File: config.mk
export PLATFORM = sky130hd
export DESIGN_NAME = mem_bist_ctrl
export DESIGN_NICKNAME = d
export VERILOG_FILES = /design/src/rtl/mem_bist_ctrl.sv
export SDC_FILE = /design/constraint.sdc
export NUM_CORES = 1
export LEC_CHECK = 0
export ABC_AREA = 0
export CAP_MARGIN = 5
export CORE_ASPECT_RATIO = 0.75
export CORE_UTILIZATION = 55
export DETAILED_ROUTE_END_ITERATION = 6
export MAX_ROUTING_LAYER = met4
export PLACE_DENSITY = 0.87
export SETUP_SLACK_MARGIN = 0.4
export SLEW_MARGIN = 20
export SYNTH_ARGS = -nofsm -noshare
export SYNTH_HDL_FRONTEND = slang
export SYNTH_SLANG_ARGS = --single-unit
File: constraint.sdc
create_clock -name CLK -period 4.85 [get_ports CLK]
set_input_delay 0.485 -clock CLK [delete_from_list [all_inputs] [get_ports CLK]]
set_output_delay 0.485 -clock CLK [all_outputs]
set_load 0.01 [all_outputs]
File: src/rtl/mem_bist_ctrl.sv
// mem_bist_ctrl: write-then-read memory BIST that compares write and read signatures.
module mem_bist_ctrl #(
  parameter int ADDR_W = 8,
  parameter int DEPTH  = 256
) (
  input  logic              CLK,
  input  logic              RSTN,
  input  logic              START,
  input  logic [7:0]        LFSR_IN,
  output logic              MEM_REQ,
  output logic              MEM_WE,
  output logic [ADDR_W-1:0] MEM_ADDR,
  output logic [7:0]        MEM_WDATA,
  input  logic              MEM_ACK,
  input  logic [7:0]        MEM_RDATA,
  output logic              BUSY,
  output logic              DONE,
  output logic              PASS,
  output logic [7:0]        SIG
);
  typedef enum logic [2:0] {IDLE, WRITE, READ, CHECK, FIN} state_t;
  localparam logic [ADDR_W-1:0] LAST = ADDR_W'(DEPTH - 1);
  state_t state_q, state_d;
  logic req_q, req_d, we_q, we_d, busy_q, busy_d, done_q, done_d, pass_q, pass_d, rv_q, rv_d;
  logic [ADDR_W-1:0] addr_q, addr_d;
  logic [7:0] wdata_q, wdata_d, sig_q, sig_d, wsig_q, wsig_d, rsig_q, rsig_d, rd_q, rd_d;
  logic acc, last;
  function automatic logic [7:0] sig_next(input logic [7:0] s, input logic [7:0] d);
    return {s[6:0], s[7] ^ s[5] ^ s[4] ^ s[3]} ^ d;
  endfunction
  assign acc = req_q & MEM_ACK;
  assign last = addr_q == LAST;
  // Read data is registered before folding into the signature; READ spends one
  // extra cycle with MEM_REQ low so the last byte lands before CHECK compares.
  always_comb begin
    state_d = state_q;
    req_d   = req_q;
    we_d    = we_q;
    addr_d  = addr_q;
    wdata_d = wdata_q;
    busy_d  = busy_q;
    done_d  = done_q;
    pass_d  = pass_q;
    sig_d   = sig_q;
    wsig_d  = wsig_q;
    rv_d    = 1'b0;
    rd_d    = rd_q;
    rsig_d  = rv_q ? sig_next(rsig_q, rd_q) : rsig_q;
    case (state_q)
      IDLE, FIN: if (START) begin
        state_d = WRITE;
        wsig_d  = '0;
        rsig_d  = '0;
        addr_d  = '0;
        we_d    = 1'b1;
        req_d   = 1'b1;
        wdata_d = LFSR_IN;
        busy_d  = 1'b1;
        done_d  = 1'b0;
        pass_d  = 1'b0;
      end
      WRITE: if (acc) begin
        wsig_d  = sig_next(wsig_q, wdata_q);
        wdata_d = LFSR_IN;
        addr_d  = last ? '0 : addr_q + ADDR_W'(1);
        we_d    = !last;
        state_d = last ? READ : WRITE;
      end
      READ: if (acc) begin
        rv_d   = 1'b1;
        rd_d   = MEM_RDATA;
        addr_d = last ? addr_q : addr_q + ADDR_W'(1);
        req_d  = !last;
      end else if (!req_q) begin
        state_d = CHECK;
      end
      CHECK: begin
        pass_d  = rsig_q == wsig_q;
        sig_d   = wsig_q;
        done_d  = 1'b1;
        busy_d  = 1'b0;
        state_d = FIN;
      end
      default: state_d = IDLE;
    endcase
  end
  always_ff @(posedge CLK or negedge RSTN) begin
    if (!RSTN) begin
      state_q <= IDLE;
      req_q   <= 1'b0;
      we_q    <= 1'b0;
      addr_q  <= '0;
      wdata_q <= '0;
      busy_q  <= 1'b0;
      done_q  <= 1'b0;
      pass_q  <= 1'b0;
      sig_q   <= '0;
      wsig_q  <= '0;
      rsig_q  <= '0;
      rv_q    <= 1'b0;
      rd_q    <= '0;
    end else begin
      state_q <= state_d;
      req_q   <= req_d;
      we_q    <= we_d;
      addr_q  <= addr_d;
      wdata_q <= wdata_d;
      busy_q  <= busy_d;
      done_q  <= done_d;
      pass_q  <= pass_d;
      sig_q   <= sig_d;
      wsig_q  <= wsig_d;
      rsig_q  <= rsig_d;
      rv_q    <= rv_d;
      rd_q    <= rd_d;
    end
  end
  assign MEM_REQ   = req_q;
  assign MEM_WE    = we_q;
  assign MEM_ADDR  = addr_q;
  assign MEM_WDATA = wdata_q;
  assign BUSY      = busy_q;
  assign DONE      = done_q;
  assign PASS      = pass_q;
  assign SIG       = sig_q;
endmodule

# Yosys cells after proc, flatten, opt, wreduce, memory -nomap -nowiden
# Index checks and enable logic that the tools add are counted.
# totals
regBits	57
elab_cells	78
in_bits	20
output_inout_bits	29
# op_classes
reduce_logical	13
n_addsub	1
n_mux	30
eq_ne	12
bitwise_logic	9
# ops
op	count
$mux 8	11
$pmux 8 s2	2
$pmux 8 s3	1
$xor 8x8->8	2
$mux 3	4
$ne 2x2->1 const B	6
$pmux 3 s4	1
$pmux 1 s2	5
$add 8x1->8 const B	1
$eq 8x8->1	1
$eq 8x8->1 const B	1
$eq 3x2->1 const B	2
$reduce_and 3->1	2
$reduce_bool 2->1	3
$xor 1x1->1	6
$mux 1	5
$reduce_and 5->1	1
$reduce_and 2->1	2
$reduce_and 4->1	1
$eq 3x1->1 const B	1
$eq 3x3->1 const B	1
$logic_not 3->1	1
$reduce_bool 3->1	1
$mux 2	1
other kinds (3)	3

# Longest topological paths before layout
# logic_depth
depth_word	7
ltp_mapped	7
mapped_depth_nobuf	6

# Least setup slack after synthesis
# Ideal clock, no wire load.
# synth_path
path_kind	register to register
start	register state_q[0]
end	register addr_q[6], in the netlist MEM_ADDR[6]
t_required_ps	4772
synth_period_minus_slack_ps	1713
stages_incl_launch_ff	8
setup_ps	78
path_slack_ps	3137
path_buffers	2
arrival_time_ps	1635
path_cell_list	dfrtp_1 -> buf_6 -> or3b_1 -> buf_6 -> o31ai_4 -> o21ai_4 -> or3_1 -> a21oi_1
# synth_between
elab_chain_cells	4
elab_cells_between_ends	12
classes_between	eq/ne: 7; mux: 1; reduce/logical: 4
# synth_rtl
item	line	rtl
from (decl)	23	state_t state_q, state_d;
from (signal assigned)	103	state_q <= state_d;
$eq 3x3->1 / $logic_not 3->1 (equally long branches)	49	case (state_q)
$reduce_or 2->1	49	
$ne 2x2->1 (no line) / $reduce_bool 3->1 (equally long branches)	n/a	
$reduce_and 5->1 (no line)	n/a	
to (signal assigned)	106	addr_q <= addr_d;
to (decl)	25	logic [ADDR_W-1:0] addr_q, addr_d;
# Several ways; a longest one is shown, not always the timed one.
# A chain may end at the register's enable or synchronous reset.

# Worst setup path in the final report
# layout_path
start	register state_q[1]
end	register rd_q[1]
# layout_between
elab_chain_cells	2
# layout_rtl
item	line	rtl
$eq 3x2->1	49	
$reduce_and 2->1 (no line)	n/a	
to (signal assigned)	115	rd_q <= rd_d;
to (decl)	26	logic [7:0] wdata_q, wdata_d, sig_q, sig_d, wsig_q, wsig_d, rsig_q, rsig_d, rd_q, rd_d;
# No other way between the ends.

==> reports/qor.yml <==
outcome: "finished, final reports clean"
ctsHtreeMaxLevel: 3
cts.repair_timing.setup_buffer_count: 0
dp_wirelength_um: 3850
die_width_um: 82.4
ys.warnings.count: 0
timing_worst_slew_pin_value_ns: 0.708
cts_tree: "done"
grt_max_degree: 58
timing.setup.tns_ns: 0
vdd_drop_max_v: 0.000289
drt-vias-per-instance: 5.59
cts.reportedPaths.clkPinSlew_ns: 0.06
synth.top_cells.by_count: "dfrtp_1, nand2_1, xnor2_1"
initial_utilization: 0.586
post_synth_edffs: 0
cts_root_buffer: "clkbuf_8"
drt.antenna.violating_nets: 0
synth_nets: 270
sort_of_element_at_the_end_of_the_critical_path: "flop"
power_leakage_uw: 0.00145
drc: 0
post-synth-top-area-cell: "dfrtp_1"
insertion_delay_ns: 0.34
place_worst_setup_slack_ns: 2.49
route.top_layer_used: "met4"
cp_data_required_time_ns: 5.07
grt_pass1_wl_um: 9140
numCtsBuffers: 9
drt-met1-wl_um: 2490
power.density_cell_area_nw_per_um2: 455
synthMostInstantiatedCell: "dfrtp_1"
cts_max_path_buffers: 2
cts_num_sinks: 57
share_of_cells_above_drive_strength_1: 0.125
die_height_um: 62.3
grtUsageTotal: 0.254
mappedNetlistArea_sq_um: 2670
final_hold_viol_count: 0
finalCritPeriodShare: 0.420
cts_repair_resize_count: 0
final-max-slew-violation-count: 0
synthTopCellsByArea: "dfrtp_1, xnor2_1, nand2_1, mux2_2, o21ai_0"
core_region_area_sq_um: 4550
met2_length_um: 2660
fillCellCount: 333
route.final.wire_length_um: 5600
diodes: 0
synthesis.area_per_instance_sq_um: 10.7
met3WireLength_um: 396
design.die.area_sq_um: 5130
setup.worst_path.class: "flop to flop"
slew-limit-headroom: 0.528
setup-violations-final: 0
sequential_area_share_after_synthesis: 0.535
cp.buffers_inverters: 0
rows: 21
critPathMaxFanout: 12
ys_async_sr_fraction: 1.00
cp-start-kind: "flop"
drt_pre_antenna_iters: 4
grt_antenna_before_repair: 0
syn_inst: 249
max_stage_delay_ns: 0.54
clock_skew_ns: 0.00682
timing.fmax_ghz: 0.491
hold_path_class: "input port to async pin"
ys.flop_type: "dfrtp_1"
ys_ff_latch: 57
critical_path.cell_chain: "nor2b_1 -> nand2b_1 -> nor2_2 -> mux2_2"
synthToLayoutAreaGrowth_pct: 25.9
path_delay_family: "simple AND/OR/NAND/NOR gates"
detail_route.iter0.violations: 105
grt_pass1_vias: 1863
num-nets-final: 321
slowest_stage: "dfrtp_1"
grt_setup_unrepaired: "no"
remaining_global_route_overflow: 0
design.portCount: 49
place.gp.congestion: 0.908
finalCriticalPeriod_ns: 2.04
via_count: 2014
cap_violations: 0
portBuffers: 48
cp.arrival_ns: 2.25
routed_wire_length_per_instance_um: 15.6
synth.distinct_cells: 40
yosysTopAreaCellShare: 0.535
finalWorstSetupSlack_ns: 2.81
cts_hold_buffers: 0
[stage by stage]
step / instances / cell area [sq um] / util / hold slack (ns) / power, uW
2_1_floorplan: 249 / 2670 / - / 0.189 / 940
3_3_place_gp: 346 / 3170 / 0.698 / 0.478 / 1100
3_5_place_dp: 346 / 3170 / 0.698 / 0.480 / 1120
4_1_cts: 360 / 3360 / 0.738 / 0.304 / 1540
5_1_grt: 360 / 3360 / 0.738 / 0.336 / 1620
6_report: 360 / 3360 / 0.738 / 0.295 / 1530
[metal layers]
metal  GRT usage  up-vias
li1            -      956
met1       0.332      971
met2       0.360       81
met3       0.112        6
met4      0.0658        0
met5           -        -
[cell families after synthesis]
logic type / Yosys count / synth area share
simple gates: 87 / 0.147
flops: 57 / 0.535
fa+ha+maj: 1 / 0.00469
buf+inv: 12 / 0.0230
xor+xnor: 31 / 0.102
mux: 18 / 0.0751
compound gates: 43 / 0.113
[flip-flops by register name, summed over array words and instances, names as in the netlist]
name / count
MEM_WDATA: 8
rv_q: 1
PASS: 1
MEM_REQ: 1
rsig_q: 8
MEM_WE: 1
DONE: 1
rd_q: 8
SIG: 8
wsig_q: 8
MEM_ADDR: 8
state_q: 3
BUSY: 1
[cell type report]
type | count | area, sq um | area share
clock inverters | 4 | 45.0 | 0.0134
multi-input cells | 180 | 1180 | 0.351
well taps | 57 | 71.3 | 0.0213
repair buffers | 50 | 490 | 0.146
inverters | 2 | 7.51 | 0.00224
flip-flops and latches | 57 | 1430 | 0.425
clock buffers | 10 | 138 | 0.0410
[report_power, final]
group	leakage, uW	internal [uW]	switching [uW]
clock	0.0000978	242	178
sequential	0.000740	554	118
combinational	0.000615	240	196
total	0.00145	1040	492
[cells in the final DEF, fill, tap and decap left out, drive strengths merged, types with 2 or more instances in the layout]
cell and count:
nand2 50, mux2i 2, clkdlybuf4s50 47, nand3 5, xnor2 30, buf 3, clkinv 3, nor3 3
or2 2, clkbuf 10, mux2 16, o31ai 4, inv 2, dfrtp 57, o21ai 14, a21oi 8
nand4 2, nor2 10, a2bb2oi 2, or3 3, a211oi 7, nor2b 5, nand2b 4
[worst paths after layout]
check / start / to / slack (ns) / cells past startpoint
setup / recovery: state_q[1]$_DFFE_PN0P_ / rd_q[1]$_DFFE_PN0P_ / 2.81 / 4
hold / removal: RSTN / MEM_ADDR[5]$_DFFE_PN0P_ / 0.30 / 2
setup reg to reg: state_q[1]$_DFFE_PN0P_ / rd_q[1]$_DFFE_PN0P_ / 2.81 / 4
hold reg to reg: MEM_WE$_DFFE_PN0P_ / MEM_WE$_DFFE_PN0P_ / 0.49 / 1
max in group asynchronous: RSTN / rd_q[1]$_DFFE_PN0P_ / 4.09 / 2
min in group CLK: MEM_WE$_DFFE_PN0P_ / MEM_WE$_DFFE_PN0P_ / 0.49 / 1
No activity file was read; power rests on OpenSTA's default activity.
